===== src/rtl/branch_pc_unit.sv =====
// -----------------------------------------------------------------------------
// branch_pc_unit
//
// PC register and branch sequencer. It sits between the control unit
// (start/done handshake) and the PC/bus datapath, and it consumes the output
// of the CON flip-flop.
//
// While idle, the PC advances on fetch_inc_i. An accepted start_i launches a
// short sequence that depends on the opcode in ir_i[31:27]:
//   br  : strobe the CON FF enable, sample con_i, then either add the
//         sign-extended 19-bit C field to the PC or leave the PC unchanged
//   jr  : PC <= R[Ra]
//   jal : present the current PC as the link value (R15 write), then PC <= R[Ra]
//   any other opcode : finish at once and leave the PC unchanged
//
// Ports
//   clock_i      rising-edge clock
//   clear_i      asynchronous active-low reset
//   start_i      IR holds a branch/jump; sampled only in IDLE
//   fetch_inc_i  PC <= PC + 1; honoured only in IDLE when start_i is low
//   ir_i         instruction register, captured on an accepted start
//   ra_value_i   contents of R[Ra], the jump target for jr/jal
//   con_i        CON FF output (condition met), sampled in EVAL
//   con_en_o     CONIn strobe to the CON FF (state COND)
//   link_we_o    link register (R15) write strobe (state LINK)
//   link_o       return address for jal; holds until the next jal or reset
//   pc_o         current PC
//   taken_o      the last branch/jump changed the PC; held until the next start
//   busy_o       sequencer is not in IDLE
//   done_o       one-cycle completion pulse (state DONE)
//
// Latency from the start edge t to done_o being high:
//   br t+3, jr t+2, jal t+3, any other opcode t+1.
// -----------------------------------------------------------------------------
module branch_pc_unit #(
  parameter int               WIDTH    = 32,
  parameter logic [WIDTH-1:0] RESET_PC = '0,
  parameter logic [4:0]       OP_BR    = 5'b10010,
  parameter logic [4:0]       OP_JR    = 5'b10011,
  parameter logic [4:0]       OP_JAL   = 5'b10100
) (
  input  logic             clock_i,
  input  logic             clear_i,
  input  logic             start_i,
  input  logic             fetch_inc_i,
  input  logic [31:0]      ir_i,
  input  logic [WIDTH-1:0] ra_value_i,
  input  logic             con_i,
  output logic             con_en_o,
  output logic             link_we_o,
  output logic [WIDTH-1:0] link_o,
  output logic [WIDTH-1:0] pc_o,
  output logic             taken_o,
  output logic             busy_o,
  output logic             done_o
);

  // Width of the branch displacement (C field, ir[18:0]).
  localparam int DISP_W = 19;

  typedef enum logic [2:0] {
    S_IDLE,
    S_COND,
    S_EVAL,
    S_JUMP,
    S_LINK,
    S_DONE
  } state_e;

  state_e              state_q, state_d;
  logic [WIDTH-1:0]    pc_q,    pc_d;
  logic [WIDTH-1:0]    link_q,  link_d;
  logic                taken_q, taken_d;
  // Only the C field of the captured instruction is ever consumed after the
  // start edge (the opcode is decoded straight from ir_i), so only that field
  // is kept.
  logic [DISP_W-1:0]   disp_q,  disp_d;

  logic [4:0]          opcode;
  logic [WIDTH-1:0]    disp_sext;

  // Ra/Rb fields of the IR belong to the register-file path, not to this unit.
  logic                unused_ir;

  assign opcode    = ir_i[31:27];
  assign unused_ir = ^ir_i[26:DISP_W];
  assign disp_sext = {{(WIDTH-DISP_W){disp_q[DISP_W-1]}}, disp_q};

  // ---------------------------------------------------------------------------
  // Next-state logic
  // ---------------------------------------------------------------------------
  always_comb begin
    // NOTE: every signal assigned in this block receives a default first, so
    // no path can leave it unassigned and infer a latch.
    state_d = state_q;
    pc_d    = pc_q;
    link_d  = link_q;
    taken_d = taken_q;
    disp_d  = disp_q;

    unique case (state_q)
      S_IDLE: begin
        if (start_i) begin
          // start has priority over fetch_inc: no increment on this edge.
          disp_d  = ir_i[DISP_W-1:0];
          taken_d = 1'b0;
          if (opcode == OP_BR) begin
            state_d = S_COND;
          end else if (opcode == OP_JR) begin
            state_d = S_JUMP;
          end else if (opcode == OP_JAL) begin
            // The PC cannot change before LINK, so the return address is
            // captured here and is already stable while link_we_o is high.
            link_d  = pc_q;
            state_d = S_LINK;
          end else begin
            state_d = S_DONE;
          end
        end else if (fetch_inc_i) begin
          pc_d = pc_q + WIDTH'(1);
        end
      end

      S_COND: begin
        state_d = S_EVAL;
      end

      S_EVAL: begin
        // The CON FF was enabled during COND, so its output is valid now.
        if (con_i) begin
          pc_d    = pc_q + disp_sext;
          taken_d = 1'b1;
        end
        state_d = S_DONE;
      end

      S_LINK: begin
        state_d = S_JUMP;
      end

      S_JUMP: begin
        pc_d    = ra_value_i;
        taken_d = 1'b1;
        state_d = S_DONE;
      end

      S_DONE: begin
        state_d = S_IDLE;
      end

      default: begin
        state_d = S_IDLE;
      end
    endcase
  end

  // ---------------------------------------------------------------------------
  // State registers
  // ---------------------------------------------------------------------------
  // NOTE: sequential state is updated with non-blocking assignments only, so
  // every register samples the values from before the edge.
  always_ff @(posedge clock_i or negedge clear_i) begin
    if (!clear_i) begin
      state_q <= S_IDLE;
      pc_q    <= RESET_PC;
      link_q  <= '0;
      taken_q <= 1'b0;
      disp_q  <= '0;
    end else begin
      state_q <= state_d;
      pc_q    <= pc_d;
      link_q  <= link_d;
      taken_q <= taken_d;
      disp_q  <= disp_d;
    end
  end

  // ---------------------------------------------------------------------------
  // Outputs: registers or straight state decodes, no input-to-output paths.
  // ---------------------------------------------------------------------------
  assign pc_o      = pc_q;
  assign link_o    = link_q;
  assign taken_o   = taken_q;
  assign con_en_o  = (state_q == S_COND);
  assign link_we_o = (state_q == S_LINK);
  assign done_o    = (state_q == S_DONE);
  assign busy_o    = (state_q != S_IDLE);

endmodule


===== config.mk =====
export PLATFORM = sky130hd
export DESIGN_NAME = branch_pc_unit
export DESIGN_NICKNAME = d
export VERILOG_FILES = /design/src/rtl/branch_pc_unit.sv
export SDC_FILE = /design/constraint.sdc
export NUM_CORES = 1
export LEC_CHECK = 0
export ABC_AREA = 1
export ABC_CLOCK_PERIOD_IN_PS = 3600
export CORE_ASPECT_RATIO = 1.5
export CORE_MARGIN = 1.5
export CORE_UTILIZATION = 51
export CTS_CLUSTER_DIAMETER = 120
export DETAILED_ROUTE_END_ITERATION = 8
export PLACE_DENSITY = 0.78
export SYNTH_ARGS = -nofsm -noshare
export SYNTH_HDL_FRONTEND = slang
export SYNTH_SLANG_ARGS = --single-unit

===== constraint.sdc =====
create_clock -name clock_i -period 3.6 [get_ports clock_i]
set_clock_uncertainty 0.1 [all_clocks]
set_input_delay 0.72 -clock clock_i [delete_from_list [all_inputs] [get_ports clock_i]]
set_output_delay 0.72 -clock clock_i [all_outputs]
set_load 0.005 [all_outputs]

==> results.yml, run 1 <==
status:
  outcome: "complete, no violations"
detailed_routing:
  wirelength_um: 16900
  initialDrtViolationCount: 323
  drt.antenna.violating_nets: 0
  drt_first_pass_iters: 5
  route.detailed.wl_per_inst_um: 15.7
  route.detailed.vias_per_inst: 5.32
  drc: 0
  count_of_vias_placed_by_the_detailed_router: 5721
setup_path:
  start_kind: "flop"
  cp_data_required_time_ps: 3740
  critical-path-max-stage-delay_ps: 460
  timing_worst_setup_path_type: "flop to flop"
  worst_path_dominant_cell_family: "simple AND/OR/NAND/NOR gates"
  critical_path.n_buffers_inverters: 1
  crit_slowest_cell: "sky130_fd_sc_hd__dfrtp_1"
  cp_data_arrival_time_ps: 3370
  crit_fanout: 6
  cp_cell_sequence: "inv_2 -> nor2_4 -> nand2_2 -> or2_2 -> ha_1 -> fa_1 -> nand3_1 -> nand2_1 -> nand2_1 -> nand2_1 -> nand3_1 -> nand2_1 -> nand2_1 -> nand2_1 -> nand2_1 -> nand2_1 -> nand2_1 -> nand3_1 -> nand2_1 -> nand2_1"
  worstSetupEndpointType: "flop"
  cp_common_cell: "sky130_fd_sc_hd__nand2_1"
job:
  max_cap_viol_count: 0
place:
  finalWeightedCongestion: 0.949
  detailedPlace.worstSlack_ps: 437
  detailed_place_hpwl_um: 12600
  portBuffers: 129
  placed_cells: 1061
grt:
  total_routing_usage_reported_by_global_routing_pct: 29.4
  number_of_global_route_vias_before_repair: 5726
  grt_antenna_before_repair: 0
  grt_overflow_total: 0
  global_route_wire_length_before_repair_um: 26900
  pin_count_of_the_biggest_net_entering_global_routing: 88
synth:
  mean_instance_size_in_the_synthesized_netlist_sq_um: 7.07
  syn_nets: 895
  netlist_instances: 807
  synth_top_cell_by_area: "sky130_fd_sc_hd__dfrtp_1"
  netlist_area_sq_um: 5700
  yosys.cell_types.count: 39
  yosysTopAreaCellShare_pct: 38.2
  netlist_top_cells_area: "sky130_fd_sc_hd__dfrtp_1 38%, sky130_fd_sc_hd__nand2_1 15%, sky130_fd_sc_hd__o21ai_0 5.9%"
  sequential_area_share_after_synthesis_pct: 38.2
  synth_seq_cells: 87
  synthFlopType: "sky130_fd_sc_hd__dfrtp_1"
  ys_async_sr_fraction_pct: 100
  synth_edf_count: 0
  synth_warnings: 0
clock_tree:
  clock_latency_ps: 340
  cts.htree.levels: 3
  cts.repair.resized: 0
  numClockSinks: 87
  cts_tree: "yes"
  clock_tree.root_cell: "sky130_fd_sc_hd__clkbuf_16"
  post_cts.repair.setup_buffers: 0
  postCtsHoldBufs: 0
  tritoncts.num_buffers: 9
  clk_transition_reported_paths_ps: 70
  cts-root-to-sink-buffers: 2
timing:
  final.min_clock_period_ps: 3240
  layout_worst_path_cycle_share_pct: 89.9
  peak_clock_frequency_supported_by_timing_mhz: 309
  post-route-worst-setup-slack_ps: 364
  slew-limit-headroom_pct: 26.8
  timing.final.max_slew_violations: 0
  hold_viol_final: 0
  rsz0062_at_grt: "false"
  final.setup.tns_ps: 0
  setup_viol: 0
  timing_worst_slew_pin_value_ps: 1100
cells_and_area:
  postLayoutCoreUtil_pct: 67.8
  final_nets: 1013
  layout-drive-gt1-share_pct: 7.21
  antenna-diode-count: 0
  cell_count_final_fillers_out: 1076
  area.growth.synth_to_final_pct: 30.1
floorplan:
  die-area_sq_um: 11800
  dieHeight_um: 133
  floorplan.initialDensity_pct: 52.2
  pin_count: 138
  die_x_um: 89.4
  core_region_area_sq_um: 10900
  std_cell_rows: 47
pwr:
  leak_pwr_nw: 3.63
  power.ir.vdd_worst_mv: 0.463
  powerDensity_nw_per_um2: 808
hold_path:
  worst_hold_path_type: "flop to flop"
==> cell usage after synthesis (2+ instances only) <==
cell	n
sky130_fd_sc_hd__nand3_2	4
sky130_fd_sc_hd__nand2_2	9
sky130_fd_sc_hd__nand2_1	230
sky130_fd_sc_hd__a41oi_1	10
sky130_fd_sc_hd__inv_1	88
sky130_fd_sc_hd__nand3b_1	4
sky130_fd_sc_hd__nor2_2	13
sky130_fd_sc_hd__a31oi_1	10
sky130_fd_sc_hd__nand3_1	42
sky130_fd_sc_hd__buf_1	3
sky130_fd_sc_hd__nor3_1	3
sky130_fd_sc_hd__nand4_1	7
sky130_fd_sc_hd__nor2_1	89
sky130_fd_sc_hd__ha_1	18
sky130_fd_sc_hd__a22oi_1	2
sky130_fd_sc_hd__o211ai_1	7
sky130_fd_sc_hd__buf_2	13
sky130_fd_sc_hd__o21a_1	2
sky130_fd_sc_hd__clkbuf_1	10
sky130_fd_sc_hd__o21ai_1	6
sky130_fd_sc_hd__a21oi_1	31
sky130_fd_sc_hd__o21ai_0	67
sky130_fd_sc_hd__buf_6	2
sky130_fd_sc_hd__o22ai_1	10
sky130_fd_sc_hd__dfrtp_1	87
sky130_fd_sc_hd__xor2_1	12
sky130_fd_sc_hd__nor2_4	3
sky130_fd_sc_hd__mux2_1	2
sky130_fd_sc_hd__inv_2	7
sky130_fd_sc_hd__xnor2_1	5
sky130_fd_sc_hd__nand4_2	2
sky130_fd_sc_hd__or2_2	2
==> worst register-to-register path, cell delays in order (launching register included) <==
cell and delay, ps:
sky130_fd_sc_hd__dfrtp_1 460, sky130_fd_sc_hd__inv_2 80, sky130_fd_sc_hd__nor2_4 170, sky130_fd_sc_hd__nand2_2 80, sky130_fd_sc_hd__or2_2 280, sky130_fd_sc_hd__ha_1 220, sky130_fd_sc_hd__fa_1 420, sky130_fd_sc_hd__nand3_1 100
sky130_fd_sc_hd__nand2_1 140, sky130_fd_sc_hd__nand2_1 90, sky130_fd_sc_hd__nand2_1 120, sky130_fd_sc_hd__nand3_1 100, sky130_fd_sc_hd__nand2_1 150, sky130_fd_sc_hd__nand2_1 100, sky130_fd_sc_hd__nand2_1 80, sky130_fd_sc_hd__nand2_1 90
sky130_fd_sc_hd__nand2_1 50, sky130_fd_sc_hd__nand2_1 70, sky130_fd_sc_hd__nand3_1 80, sky130_fd_sc_hd__nand2_1 100, sky130_fd_sc_hd__nand2_1 50
==> cells in the final DEF, fill, tap and decap left out, types with 7 or more instances in the layout <==
cell type and instances:
sky130_fd_sc_hd__o211ai_1 7, sky130_fd_sc_hd__a21oi_1 31, sky130_fd_sc_hd__a41oi_1 10, sky130_fd_sc_hd__a31oi_1 10, sky130_fd_sc_hd__xor2_1 12, sky130_fd_sc_hd__dfrtp_1 87, sky130_fd_sc_hd__nor2_1 88, sky130_fd_sc_hd__clkdlybuf4s50_1 128
sky130_fd_sc_hd__nand3_1 42, sky130_fd_sc_hd__ha_1 18, sky130_fd_sc_hd__buf_4 7, sky130_fd_sc_hd__inv_2 7, sky130_fd_sc_hd__clkbuf_16 9, sky130_fd_sc_hd__nand4_1 7, sky130_fd_sc_hd__nor2_2 14, sky130_fd_sc_hd__o21ai_0 67
sky130_fd_sc_hd__o22ai_1 10, sky130_fd_sc_hd__nand2_1 230, sky130_fd_sc_hd__nand2_2 9, sky130_fd_sc_hd__inv_1 88
==> layout make-up <==
type,count,area (sq um)
Clock inverter,6,92.6
Tap cell,147,184
Clock buffer,9,225
Fill cell,957,3520
Timing Repair Buffer,136,1350
Sequential cell,87,2180
Multi-Input combinational cell,596,3030
Inverter,95,357
==> path summary, 6_finish.rpt <==
check,end,slack [ps],cells after the start,start
max reg2reg,pc_o[26]$_DFFE_PN0P_,360,20,state_q[1]$_DFFE_PN0P_
min reg2reg,disp_q[0]$_DFFE_PN0P_,380,2,disp_q[0]$_DFFE_PN0P_
min,disp_q[0]$_DFFE_PN0P_,380,2,disp_q[0]$_DFFE_PN0P_
min in group asynchronous,link_o[25]$_DFFE_PN0P_,460,1,clear_i
max in group asynchronous,link_o[20]$_DFFE_PN0P_,2200,1,clear_i
max,pc_o[26]$_DFFE_PN0P_,360,20,state_q[1]$_DFFE_PN0P_
==> state kept, by name, summed over array words and instances (netlist names) <==
signal and count:
link_o 32, pc_o 32, disp_q 19, state_q 3
taken_o 1
==> report_power, final <==
part	switching, mW	internal [mW]
sequential	0.293	1.38
clock	0.412	0.609
combinational	1.94	1.37
total	2.64	3.35
==> per-layer routing <==
layer / vias to the layer above / wire length, um / track usage [%]
li1: 2859 / - / -
met1: 2662 / 6520 / 32.0
met2: 160 / 9170 / 54.4
met3: 40 / 682 / 4.49
met4: 0 / 480 / 12.3
met5: - / 0 / 0
==> cell families (layout without fill, tap and decap cells) <==
| family | Yosys count | count (layout) | synth area share (%) |
|---|---|---|---|
| AO/OA/AOI/OAI | 147 | 147 | 14.7 |
| AND/OR/NAND/NOR | 410 | 410 | 30.9 |
| XOR/XNOR | 17 | 17 | 2.61 |
| adder cells (fa/ha/maj) | 19 | 19 | 4.30 |
| buffers and inverters | 124 | 246 | 8.77 |
| flip-flops | 87 | 87 | 38.2 |
| multiplexers | 3 | 3 | 0.592 |
==> per-stage QoR <==
stage | hold slack (ps) | power [mW] | area, sq um
after floorplan | 324 | 3.72 | 5700
after global placement | 351 | 4.87 | 7100
after detailed placement | 360 | 4.96 | 7100
after CTS | 376 | 6.02 | 7420
after global routing | 398 | 6.47 | 7420
final | 379 | 5.99 | 7420
No activity file was read; power rests on OpenSTA's default activity.
==> run 2, diff against run 1 <==
--- a/config.mk
+++ b/config.mk
@@ -10,8 +10,8 @@
 export CORE_ASPECT_RATIO = 1.5
 export CORE_MARGIN = 1.5
-export CORE_UTILIZATION = 51
+export CORE_UTILIZATION = 40
 export CTS_CLUSTER_DIAMETER = 120
 export DETAILED_ROUTE_END_ITERATION = 8
-export PLACE_DENSITY = 0.78
+export PLACE_DENSITY = 0.63
 export SYNTH_ARGS = -nofsm -noshare
 export SYNTH_HDL_FRONTEND = slang
--- a/constraint.sdc
+++ b/constraint.sdc
@@ -3,3 +3,3 @@
 set_input_delay 0.72 -clock clock_i [delete_from_list [all_inputs] [get_ports clock_i]]
 set_output_delay 0.72 -clock clock_i [all_outputs]
-set_load 0.005 [all_outputs]
+set_load 0.02 [all_outputs]
==> run 2 against run 1 <==
Net effect:
- first-iteration DRC count down 35%
- fmax about the same
- largest cell class unchanged
- cell count increased by 4.5%
- critical path depth is the same
- combinational power is 7.6% higher
- utilization shrank 14 points
- sequential share of layout area is 0.25 points lower
- largest power group unchanged
- clock power shrank 5%
- sequential power about the same
- final area rose by 0.86%
- count of clock-buffer cells in the layout is 1 higher
==> results.yml, run 2 (synthesis gave the netlist of run 1 again) <==
setup_path:
  reg2reg_setup_slack_ps: 370
  worst_path_dominant_cell_family: "simple AND/OR/NAND/NOR gates"
  cp_cell_sequence: "inv_2 -> nor2_4 -> nand2_2 -> or2_2 -> ha_1 -> fa_1 -> nand3_1 -> nand2_1 -> nand2_1 -> nand2_1 -> nand3_1 -> nand2_1 -> nand2_1 -> nand2_1 -> nand2_1 -> nand2_1 -> nand2_1 -> nand3_1 -> nand2_1 -> nand2_1"
  worstSetupEndpointType: "flop"
  reg2reg_to: "pc_o[26]$_DFFE_PN0P_"
  endpoint: "pc_o[26]$_DFFE_PN0P_"
  timing_worst_setup_path_type: "flop to flop"
  critical_path.n_buffers_inverters: 1
  r2r_cells: 20
  start_kind: "flop"
  critical_path_cell_count: 20
  critical-path-max-stage-delay_ps: 460
  critical_path.startpoint: "state_q[1]$_DFFE_PN0P_"
  crit_fanout: 6
  cp_data_arrival_time_ps: 3380
  cp_data_required_time_ps: 3740
  crit_slowest_cell: "sky130_fd_sc_hd__dfrtp_1"
  worstReg2RegStart: "state_q[1]$_DFFE_PN0P_"
  cp_common_cell: "sky130_fd_sc_hd__nand2_1"
detailed_routing:
  top_signal_layer_used: "met4"
  wl_met2_um: 8830
  post_route_m1_wl_um: 6770
  drt.antenna.violating_nets: 0
  wirelength_um: 16600
  count_of_vias_placed_by_the_detailed_router: 5596
  route.detailed.vias_per_inst: 4.98
  dr_wl_met3_um: 564
  initialDrtViolationCount: 209
  route.detailed.wl_per_inst_um: 14.7
  drt_first_pass_iters: 5
  drc: 0
clock_tree:
  clock_latency_ps: 350
  numClockSinks: 87
  cts.repair.resized: 0
  postCtsHoldBufs: 0
  clock_tree.root_cell: "sky130_fd_sc_hd__clkbuf_16"
  cts.htree.levels: 3
  cts_tree: "yes"
  tritoncts.num_buffers: 9
  clk_transition_reported_paths_ps: 70
  cts-root-to-sink-buffers: 2
  post_cts.repair.setup_buffers: 0
place:
  portBuffers: 129
  finalWeightedCongestion: 0.915
  detailed_place_hpwl_um: 12300
  placedInstanceArea_sq_um: 7180
  detailedPlace.worstSlack_ps: 426
cells_and_area:
  post-route-cell-area_sq_um: 7480
  layout-drive-gt1-share_pct: 7.40
  layout_common_cells: "230 x sky130_fd_sc_hd__nand2_1, 128 x sky130_fd_sc_hd__clkdlybuf4s50_1, 88 x sky130_fd_sc_hd__nor2_1, 88 x sky130_fd_sc_hd__inv_1, 87 x sky130_fd_sc_hd__dfrtp_1"
  area.growth.synth_to_final_pct: 31.2
  layout.filler_cells: 1403
  antenna-diode-count: 0
  final_nets: 1015
  layout.cells.most_common: "sky130_fd_sc_hd__nand2_1"
grt:
  total_routing_usage_reported_by_global_routing_pct: 23.1
  pin_count_of_the_biggest_net_entering_global_routing: 88
  grt_overflow_total: 0
  grt_antenna_before_repair: 0
  number_of_global_route_vias_before_repair: 5634
  global_route_wire_length_before_repair_um: 27200
timing:
  slew-limit-headroom_pct: 44.3
  timing_worst_slew_pin_value_ps: 835
  peak_clock_frequency_supported_by_timing_mhz: 309
  hold_viol_final: 0
  final.setup.tns_ps: 0
  rsz0062_at_grt: "false"
  timing.final.max_slew_violations: 0
  final.min_clock_period_ps: 3230
  setup_viol: 0
  layout_worst_path_cycle_share_pct: 89.9
  post-route-worst-setup-slack_ps: 365
floorplan:
  dieHeight_um: 149
  die_x_um: 101
  core_region_area_sq_um: 14000
  floorplan.initialDensity_pct: 40.8
  std_cell_rows: 53
  die-area_sq_um: 15000
  pin_count: 138
pwr:
  power.ir.vdd_worst_mv: 0.375
  leak_pwr_nw: 3.64
  power_consumption_mw: 6.20
  powerDensity_nw_per_um2: 829
hold_path:
  worst_hold_path_type: "primary input to async pin"
status:
  outcome: "complete, no violations"
job:
  max_cap_viol_count: 0
run 2: per-layer routing:
metal	up-vias	global-route usage [%]
met2	129	42.8
met1	2570	26.8
met5	-	0
met4	0	9.30
li1	2868	-
met3	29	2.67
run 2: cell type report:
class	count	area, sq um	share of cell area, %
well taps	192	240	3.21
inverters	95	357	4.77
multi-input cells	596	3030	40.5
flip-flops and latches	87	2180	29.1
clock inverters	6	68.8	0.920
repair buffers	138	1380	18.5
clock buffers	10	229	3.06
run 2: worst register-to-register path, stage by stage, from the launching register on:
cell and delay [ps]:
sky130_fd_sc_hd__dfrtp_1 460, sky130_fd_sc_hd__inv_2 80, sky130_fd_sc_hd__nor2_4 170, sky130_fd_sc_hd__nand2_2 70, sky130_fd_sc_hd__or2_2 280, sky130_fd_sc_hd__ha_1 220
sky130_fd_sc_hd__fa_1 420, sky130_fd_sc_hd__nand3_1 100, sky130_fd_sc_hd__nand2_1 130, sky130_fd_sc_hd__nand2_1 90, sky130_fd_sc_hd__nand2_1 120, sky130_fd_sc_hd__nand3_1 100
sky130_fd_sc_hd__nand2_1 180, sky130_fd_sc_hd__nand2_1 110, sky130_fd_sc_hd__nand2_1 80, sky130_fd_sc_hd__nand2_1 100, sky130_fd_sc_hd__nand2_1 70, sky130_fd_sc_hd__nand2_1 60
sky130_fd_sc_hd__nand3_1 60, sky130_fd_sc_hd__nand2_1 90, sky130_fd_sc_hd__nand2_1 40
run 2: power by group:
group / total (mW) / internal (mW) / leakage, nW / switching (mW)
logic: 3.56 / 1.38 / 2.39 / 2.18
clock network: 0.974 / 0.544 / 0.143 / 0.430
registers: 1.67 / 1.37 / 1.11 / 0.296
run 2: worst min path at each step:
stage,start,end,cells after the start
floorplan,clear_i,disp_q[0]$_DFFE_PN0P_,0
global placement,disp_q[0]$_DFFE_PN0P_,disp_q[0]$_DFFE_PN0P_,2
detailed placement,disp_q[0]$_DFFE_PN0P_,disp_q[0]$_DFFE_PN0P_,2
CTS,clear_i,link_o[31]$_DFFE_PN0P_,2
global route,clear_i,link_o[26]$_DFFE_PN0P_,2
finish,clear_i,link_o[31]$_DFFE_PN0P_,2
run 2: stage by stage:
stage               hold WS, ps  cells  util [%]
floorplan                   324    807         -
global placement            349   1108      51.3
detailed placement          361   1108      51.3
CTS                         325   1124      53.5
global route                347   1124      53.5
finish                      271   1124      53.5
